File: src/rtl/fifo_wr_arbiter_pkg.sv
// Shared definitions for the FIFO write-port arbiter: FSM encoding and a
// constant-friendly clog2 for sizing index and counter fields.
package fifo_arb_pkg;

  typedef enum logic {
    IDLE  = 1'b0,
    BURST = 1'b1
  } arb_state_e;

  function automatic int clog2(input int value);
    int r;
    r = 0;
    while ((1 << r) < value) r++;
    return r;
  endfunction

endpackage

File: src/rtl/fifo_wr_arbiter_if.sv
// Producer-side request/data bundle plus the FIFO write pins and arbiter status.
// master = arbiter, slave = producers/FIFO/environment.
interface fifo_wr_arbiter_if
  import fifo_arb_pkg::*;
#(
  parameter int N_REQ      = 4,
  parameter int DATA_WIDTH = 32,
  parameter int CNT_WIDTH  = 16
);
  localparam int IDX_W = clog2(N_REQ);

  logic [N_REQ-1:0]            req;
  logic [N_REQ*DATA_WIDTH-1:0] req_data;
  logic [N_REQ-1:0]            gnt;
  logic                        fifo_cs;
  logic                        fifo_wr_en;
  logic [DATA_WIDTH-1:0]       fifo_data_in;
  logic                        fifo_full;
  logic [IDX_W-1:0]            owner_id;
  logic                        busy;
  logic [CNT_WIDTH-1:0]        wr_count;

  modport master (
    input  req, req_data, fifo_full,
    output gnt, fifo_cs, fifo_wr_en, fifo_data_in, owner_id, busy, wr_count
  );

  modport slave (
    output req, req_data, fifo_full,
    input  gnt, fifo_cs, fifo_wr_en, fifo_data_in, owner_id, busy, wr_count
  );

endinterface

File: src/rtl/fifo_wr_arbiter_rr_pick.sv
// Round-robin picker: rotate req so ptr sits at bit 0, find first set,
// then rotate the offset back into an absolute requester index.
module rr_pick #(
  parameter int N  = 4,
  parameter int IW = 2
) (
  input  logic [N-1:0]  req_i,
  input  logic [IW-1:0] ptr_i,
  output logic [N-1:0]  onehot_o,
  output logic [IW-1:0] idx_o,
  output logic          any_o
);

  logic [N-1:0]  rot;
  logic [IW-1:0] off;
  logic [IW:0]   sum;

  always_comb begin
    rot   = N'({req_i, req_i} >> ptr_i);
    off   = '0;
    any_o = 1'b0;
    for (int j = N - 1; j >= 0; j--) begin
      if (rot[j]) begin
        off   = IW'(j);
        any_o = 1'b1;
      end
    end
    // Explicit wrap so non-power-of-two N stays in range.
    sum = {1'b0, ptr_i} + {1'b0, off};
    if (sum >= (IW+1)'(N)) sum = sum - (IW+1)'(N);
    idx_o    = sum[IW-1:0];
    onehot_o = '0;
    if (any_o) onehot_o[idx_o] = 1'b1;
  end

endmodule

File: src/rtl/fifo_wr_arbiter.sv
// Round-robin FIFO write-port arbiter with bounded bursts. Grant is
// combinational so the winning word lands in the FIFO on the same edge.
module fifo_wr_arbiter
  import fifo_arb_pkg::*;
#(
  parameter int N_REQ      = 4,
  parameter int DATA_WIDTH = 32,
  parameter int BURST_LEN  = 2,
  parameter int CNT_WIDTH  = 16
) (
  input logic              clk,
  input logic              rst,
  fifo_wr_arbiter_if.master bus
);

  localparam int IW = clog2(N_REQ);
  localparam int BW = clog2(BURST_LEN + 1);

  arb_state_e            state_q, state_d;
  logic [IW-1:0]         rr_ptr_q, rr_ptr_d;
  logic [IW-1:0]         owner_q, owner_d;
  logic [BW-1:0]         burst_cnt_q, burst_cnt_d, cnt_inc;
  logic [CNT_WIDTH-1:0]  wr_count_q;
  logic [N_REQ-1:0]      pick_oh, gnt, gnt_o;
  logic [IW-1:0]         pick_idx;
  logic                  pick_any;
  logic                  wr_en;
  logic [DATA_WIDTH-1:0] data_mux;

  function automatic logic [IW-1:0] wrap_inc(input logic [IW-1:0] x);
    return (x == IW'(N_REQ - 1)) ? '0 : x + IW'(1);
  endfunction

  rr_pick #(.N(N_REQ), .IW(IW)) u_pick (
    .req_i    (bus.req),
    .ptr_i    (rr_ptr_q),
    .onehot_o (pick_oh),
    .idx_o    (pick_idx),
    .any_o    (pick_any)
  );

  assign cnt_inc = burst_cnt_q + BW'(1);

  always_comb begin
    state_d     = state_q;
    rr_ptr_d    = rr_ptr_q;
    owner_d     = owner_q;
    burst_cnt_d = burst_cnt_q;
    gnt         = '0;
    unique case (state_q)
      IDLE: begin
        if (pick_any && !bus.fifo_full) begin
          gnt     = pick_oh;
          owner_d = pick_idx;
          if (BURST_LEN == 1) begin
            rr_ptr_d = wrap_inc(pick_idx);
          end else begin
            burst_cnt_d = BW'(1);
            state_d     = BURST;
          end
        end
      end
      BURST: begin
        // Owner dropping req ends the burst early; full with req held just stalls.
        if (!bus.req[owner_q]) begin
          state_d     = IDLE;
          rr_ptr_d    = wrap_inc(owner_q);
          burst_cnt_d = '0;
        end else if (!bus.fifo_full) begin
          gnt[owner_q] = 1'b1;
          burst_cnt_d  = cnt_inc;
          if (cnt_inc == BW'(BURST_LEN)) begin
            state_d     = IDLE;
            rr_ptr_d    = wrap_inc(owner_q);
            burst_cnt_d = '0;
          end
        end
      end
      default: ;
    endcase
  end

  // IDLE grants depend only on req, so block them while reset is held.
  assign gnt_o = rst ? '0 : gnt;
  assign wr_en = |gnt_o;

  always_comb begin
    data_mux = '0;
    for (int i = 0; i < N_REQ; i++) begin
      if (gnt_o[i]) data_mux = bus.req_data[i*DATA_WIDTH +: DATA_WIDTH];
    end
  end

  always_ff @(posedge clk or posedge rst) begin
    if (rst) begin
      state_q     <= IDLE;
      rr_ptr_q    <= '0;
      owner_q     <= '0;
      burst_cnt_q <= '0;
      wr_count_q  <= '0;
    end else begin
      state_q     <= state_d;
      rr_ptr_q    <= rr_ptr_d;
      owner_q     <= owner_d;
      burst_cnt_q <= burst_cnt_d;
      if (wr_en) wr_count_q <= wr_count_q + CNT_WIDTH'(1);
    end
  end

  assign bus.gnt          = gnt_o;
  assign bus.fifo_wr_en   = wr_en;
  assign bus.fifo_cs      = wr_en;
  assign bus.fifo_data_in = data_mux;
  assign bus.owner_id     = owner_q;
  assign bus.busy         = (state_q == BURST);
  assign bus.wr_count     = wr_count_q;

endmodule

File: src/flat_wrapper.sv
// flat-port wrapper written by rule: the top's interface ports become plain ports
module fifo_wr_arbiter_flat import fifo_arb_pkg::*;
#(
  parameter int N_REQ      = 4,
  parameter int DATA_WIDTH = 32,
  parameter int BURST_LEN  = 2,
  parameter int CNT_WIDTH  = 16
)
  (clk, rst, bus_req, bus_req_data, bus_fifo_full, bus_gnt, bus_fifo_cs, bus_fifo_wr_en, bus_fifo_data_in, bus_owner_id, bus_busy, bus_wr_count);
  fifo_wr_arbiter_if #(.N_REQ(N_REQ), .DATA_WIDTH(DATA_WIDTH), .CNT_WIDTH(CNT_WIDTH)) bus_i ();
  input logic clk;
  input logic rst;
  input wire logic [$bits(bus_i.req)-1:0] bus_req;
  input wire logic [$bits(bus_i.req_data)-1:0] bus_req_data;
  input wire logic [$bits(bus_i.fifo_full)-1:0] bus_fifo_full;
  output wire logic [$bits(bus_i.gnt)-1:0] bus_gnt;
  output wire logic [$bits(bus_i.fifo_cs)-1:0] bus_fifo_cs;
  output wire logic [$bits(bus_i.fifo_wr_en)-1:0] bus_fifo_wr_en;
  output wire logic [$bits(bus_i.fifo_data_in)-1:0] bus_fifo_data_in;
  output wire logic [$bits(bus_i.owner_id)-1:0] bus_owner_id;
  output wire logic [$bits(bus_i.busy)-1:0] bus_busy;
  output wire logic [$bits(bus_i.wr_count)-1:0] bus_wr_count;
  assign bus_i.req = bus_req;
  assign bus_i.req_data = bus_req_data;
  assign bus_i.fifo_full = bus_fifo_full;
  assign bus_gnt = bus_i.gnt;
  assign bus_fifo_cs = bus_i.fifo_cs;
  assign bus_fifo_wr_en = bus_i.fifo_wr_en;
  assign bus_fifo_data_in = bus_i.fifo_data_in;
  assign bus_owner_id = bus_i.owner_id;
  assign bus_busy = bus_i.busy;
  assign bus_wr_count = bus_i.wr_count;
  fifo_wr_arbiter #(.N_REQ(N_REQ), .DATA_WIDTH(DATA_WIDTH), .BURST_LEN(BURST_LEN), .CNT_WIDTH(CNT_WIDTH)) u_core (.clk(clk), .rst(rst), .bus(bus_i));
endmodule
File: config.mk
export PLATFORM = sky130hd
export DESIGN_NAME = fifo_wr_arbiter_flat
export DESIGN_NICKNAME = d
export VERILOG_FILES = /design/src/rtl/fifo_wr_arbiter_pkg.sv /design/src/rtl/fifo_wr_arbiter_if.sv /design/src/rtl/fifo_wr_arbiter_rr_pick.sv /design/src/rtl/fifo_wr_arbiter.sv /design/src/flat_wrapper.sv
export SDC_FILE = /design/constraint.sdc
export NUM_CORES = 1
export LEC_CHECK = 0
export CELL_PAD_IN_SITES_DETAIL_PLACEMENT = 1
export CELL_PAD_IN_SITES_GLOBAL_PLACEMENT = 1
export CORE_AREA = 2 2 91 93
export CTS_CLUSTER_SIZE = 28
export DETAILED_ROUTE_END_ITERATION = 16
export DIE_AREA = 0 0 93 95
export DONT_BUFFER_PORTS = 1
export PLACE_DENSITY_LB_ADDON = 0.1
export SLEW_MARGIN = 40
export SYNTH_ARGS = -nofsm -noshare
export SYNTH_HDL_FRONTEND = slang
export SYNTH_SLANG_ARGS = --single-unit
File: constraint.sdc
create_clock -name clk -period 8.6 [get_ports clk]
set_input_delay 1.72 -clock clk [delete_from_list [all_inputs] [get_ports clk]]
set_output_delay 1.72 -clock clk [all_outputs]
set_load 0.05 [all_outputs]
==> flow_summary_export.csv <==
group,metric,value,unit
die,pin_count,192,
clock_tree,clockBufferDepth,2,
placement,place_ws,1930,ps
clock_tree,clk_latency,260,ps
synthesis,syn_area_per_cell,7.41,sq um
route,wire_per_inst,25.1,microns
placement,place_congestion,0.814,
critical_path,crit_chain,"o311ai_0 > o21ai_0 > o221ai_1 > ha_1 > xor2_2 > buf_4 > nand4_2 > or4_4 > and3_2 > a31oi_1 > mux2_2",
timing,rsz0062_at_grt,"false",
power,power.density,371,mW/mm^2
timing,setup_slack,1920,ps
synthesis,synth_top_cells_by_count,"a31oi_1 (66), nand2_1 (47), clkbuf_1 (46)",
power,p_total,1.38,mW
critical_path,crit_fanout,33,
synthesis,ys_seq_area_frac,0.155,
clock_tree,htreeDepth,1,
die,std_cell_rows,33,
grt,grt_max_degree,38,
critical_path,required,6880,ps
route,drt-total-wl,13800,microns
finish,fin_nets,589,
critical_path,rrSetupSlack,5770,ps
timing,slew_headroom,0.507,
critical_path,endpoint_kind,"output pin",
critical_path,slowest_stage,"or4_4",
grt,grt_antenna_before_repair,0,
synthesis,synth_cell_types,45,
finish,drive_gt1_frac,0.161,
clock_tree,root_buffer,"clkbuf_8",
synthesis,ys_seq_elements,23,
clock_tree,holdBufCountCts,0,
finish,fillers,966,
synthesis,synth_ff_type,"dfrtp_1",
synthesis,synth_edf_count,0,
timing,period_minus_slack,6680,ps
route,drc,0,
timing,maxSlewViolCount,0,
clock_tree,numCtsBuffers,3,
synthesis,syn_nets,642,
route,via_per_inst,7.54,
status,outcome,"complete, no violations",
grt,gr-usage-all-layers,0.295,
timing,worst_pin_slew,739,ps
synthesis,synth_cells,501,
route,antenna_left,0,
synthesis,synth_area_leaders,"dfrtp_1 (16%), a31oi_1 (11%), mux2_2 (11%)",
route,drt_iter0_drc,211,
clock_tree,cts_sinks,23,
timing,fin_crit_sh,0.777,
timing,hold_viol_final,0,
grt,grt_pass1_vias,3998,
critical_path,cp.arrival,4960,ps
finish,syn_to_final_growth,0.0000269,%
synthesis,synth_top_cell_area_share,0.155,
clock_tree,post_cts_resized,0,
critical_path,startpoint_type,"input port",
placement,dpl_cell_area,0.00366,sq mm
synthesis,yosysTopAreaCell,"dfrtp_1",
critical_path,max_stage_delay,640,ps
route,vias,4161,
synthesis,async_reset_ff_frac,1.00,
placement,dpl.hpwl,9610,microns
timing,final-setup-viol-count,0,
route,drt-pass1-iter-count,4,
critical_path,crit_type,"in -> out",
grt,grt_pass1_wl,21100,microns
timing,fin_skew,9.17,ps
finish,regArea,576,sq um
finish,multi_input_area,0.00283,sq mm
finish,finalInstanceArea,0.00371,sq mm
clock_tree,path_clk_slew,80,ps
power,ir_drop,0.251,mV
placement,io_buffers,0,
die,die_width,93,microns
clock_tree,tritoncts,"built",
synthesis,yosysMostFrequentCell,"a31oi_1",
synthesis,yosys_warnings,0,
die,start_util,0.468,
die,core,0.00793,sq mm
synthesis,syn_area,0.00371,sq mm
timing,tns,0,ps
die,dieHeight,95,microns
grt,gr-total-overflow,0,
power,p_leak,1.29,nW
worst_hold_path,hold_class,"reg -> reg",
timing,max_freq,150,MHz
finish,n_antenna_cell,0,
run,drv_cap,0,
die,dieArea,0.00884,sq mm
clock_tree,post-cts-setup-buffers,0,
[state kept, by name (all words and copies together), names as in the netlist]
register	count
u_core.burst_cnt_q	2
u_core.bus.wr_count	16
u_core.bus.busy	1
u_core.bus.owner_id	2
u_core.rr_ptr_q	2
[cell type report]
class,instances,area share
Multi-Input combinational cell,400,0.764
Tap cell,105,0.0354
Clock inverter,1,0.00135
Timing Repair Buffer,13,0.0263
Sequential cell,23,0.155
Inverter,7,0.00708
Clock buffer,3,0.0111
[worst max-delay path: cells and delay by family]
family	cells	cell delay, ps
AND/OR/NAND/NOR	3	1290
XOR/XNOR	1	140
buffers and inverters	1	350
AO/OA/AOI/OAI	4	800
multiplexers	1	360
adder cells (fa/ha/maj)	1	290
[worst paths after layout]
kind | startpoint | endpoint | depth (start not counted)
max | bus_req[2] | bus_fifo_data_in[30] | 11
min | u_core.burst_cnt_q[1] | u_core.burst_cnt_q[1] | 2
max reg2reg | u_core.bus.busy | u_core.bus.wr_count[15] | 7
min reg2reg | u_core.burst_cnt_q[1] | u_core.burst_cnt_q[1] | 2
max in group asynchronous | rst | u_core.bus.wr_count[1] | 1
min in group asynchronous | rst | u_core.bus.wr_count[2] | 1
[power by group]
part / switching [mW] / internal (mW)
clock network: 0.0346 / 0.0323
registers: 0.122 / 0.133
logic: 0.777 / 0.277
[logic make-up (layout without fill, tap and decap cells)]
logic type                 after synthesis  in the layout  synth area share
and+or+nand+nor                        190            190             0.272
AOI/OAI and AO/OA                      148            148             0.295
buffers and inverters                   78             24            0.0974
muxes                                   38             38             0.118
DFF                                     23             23             0.155
xor gates and xnor gates                18             18            0.0425
adders and majority gates                6              6            0.0202
[routing by layer]
layer | share of wire | track usage | vias to the layer above
met5 | 0 | 0 | -
met3 | 0.085 | 0.0662 | 22
met4 | 0.018 | 0.0662 | 0
li1 | - | - | 1887
met2 | 0.48 | 0.487 | 184
met1 | 0.41 | 0.394 | 2068
[cells in the final DEF (no fill, tap or decap), types with 2 or more instances in the layout]
cell / netlist / layout
nand4_1: 35 / 35
mux2_2: 36 / 36
nor2b_1: 3 / 3
nor4_1: 33 / 33
and3_1: 8 / 5
and4_1: 2 / 2
xnor2_1: 14 / 13
o311ai_0: 26 / 26
nor2_1: 39 / 39
nand2_1: 47 / 45
a221oi_1: 32 / 32
nand2b_1: 3 / 3
o311ai_1: 7 / 7
and3_2: 0 / 3
o21a_1: 2 / 2
buf_4: 1 / 13
nand3_1: 5 / 5
inv_1: 7 / 6
nand2_2: 0 / 2
a31oi_1: 66 / 65
dfrtp_1: 23 / 23
o21ai_0: 7 / 6
clkbuf_8: 0 / 3
xor2_1: 4 / 3
nor3b_1: 3 / 3
and2_1: 2 / 2
a21oi_1: 3 / 3
ha_1: 6 / 6
or3_1: 2 / 2
[metrics by stage]
stage / util / cells / hold WS, ps
final: 0.468 / 552 / 520
after global routing: 0.468 / 552 / 532
after CTS: 0.468 / 552 / 518
after detailed placement: 0.462 / 548 / 495
after global placement: 0.461 / 548 / 487
after floorplan: - / 501 / 473
Power figures use the tool's default switching activity.
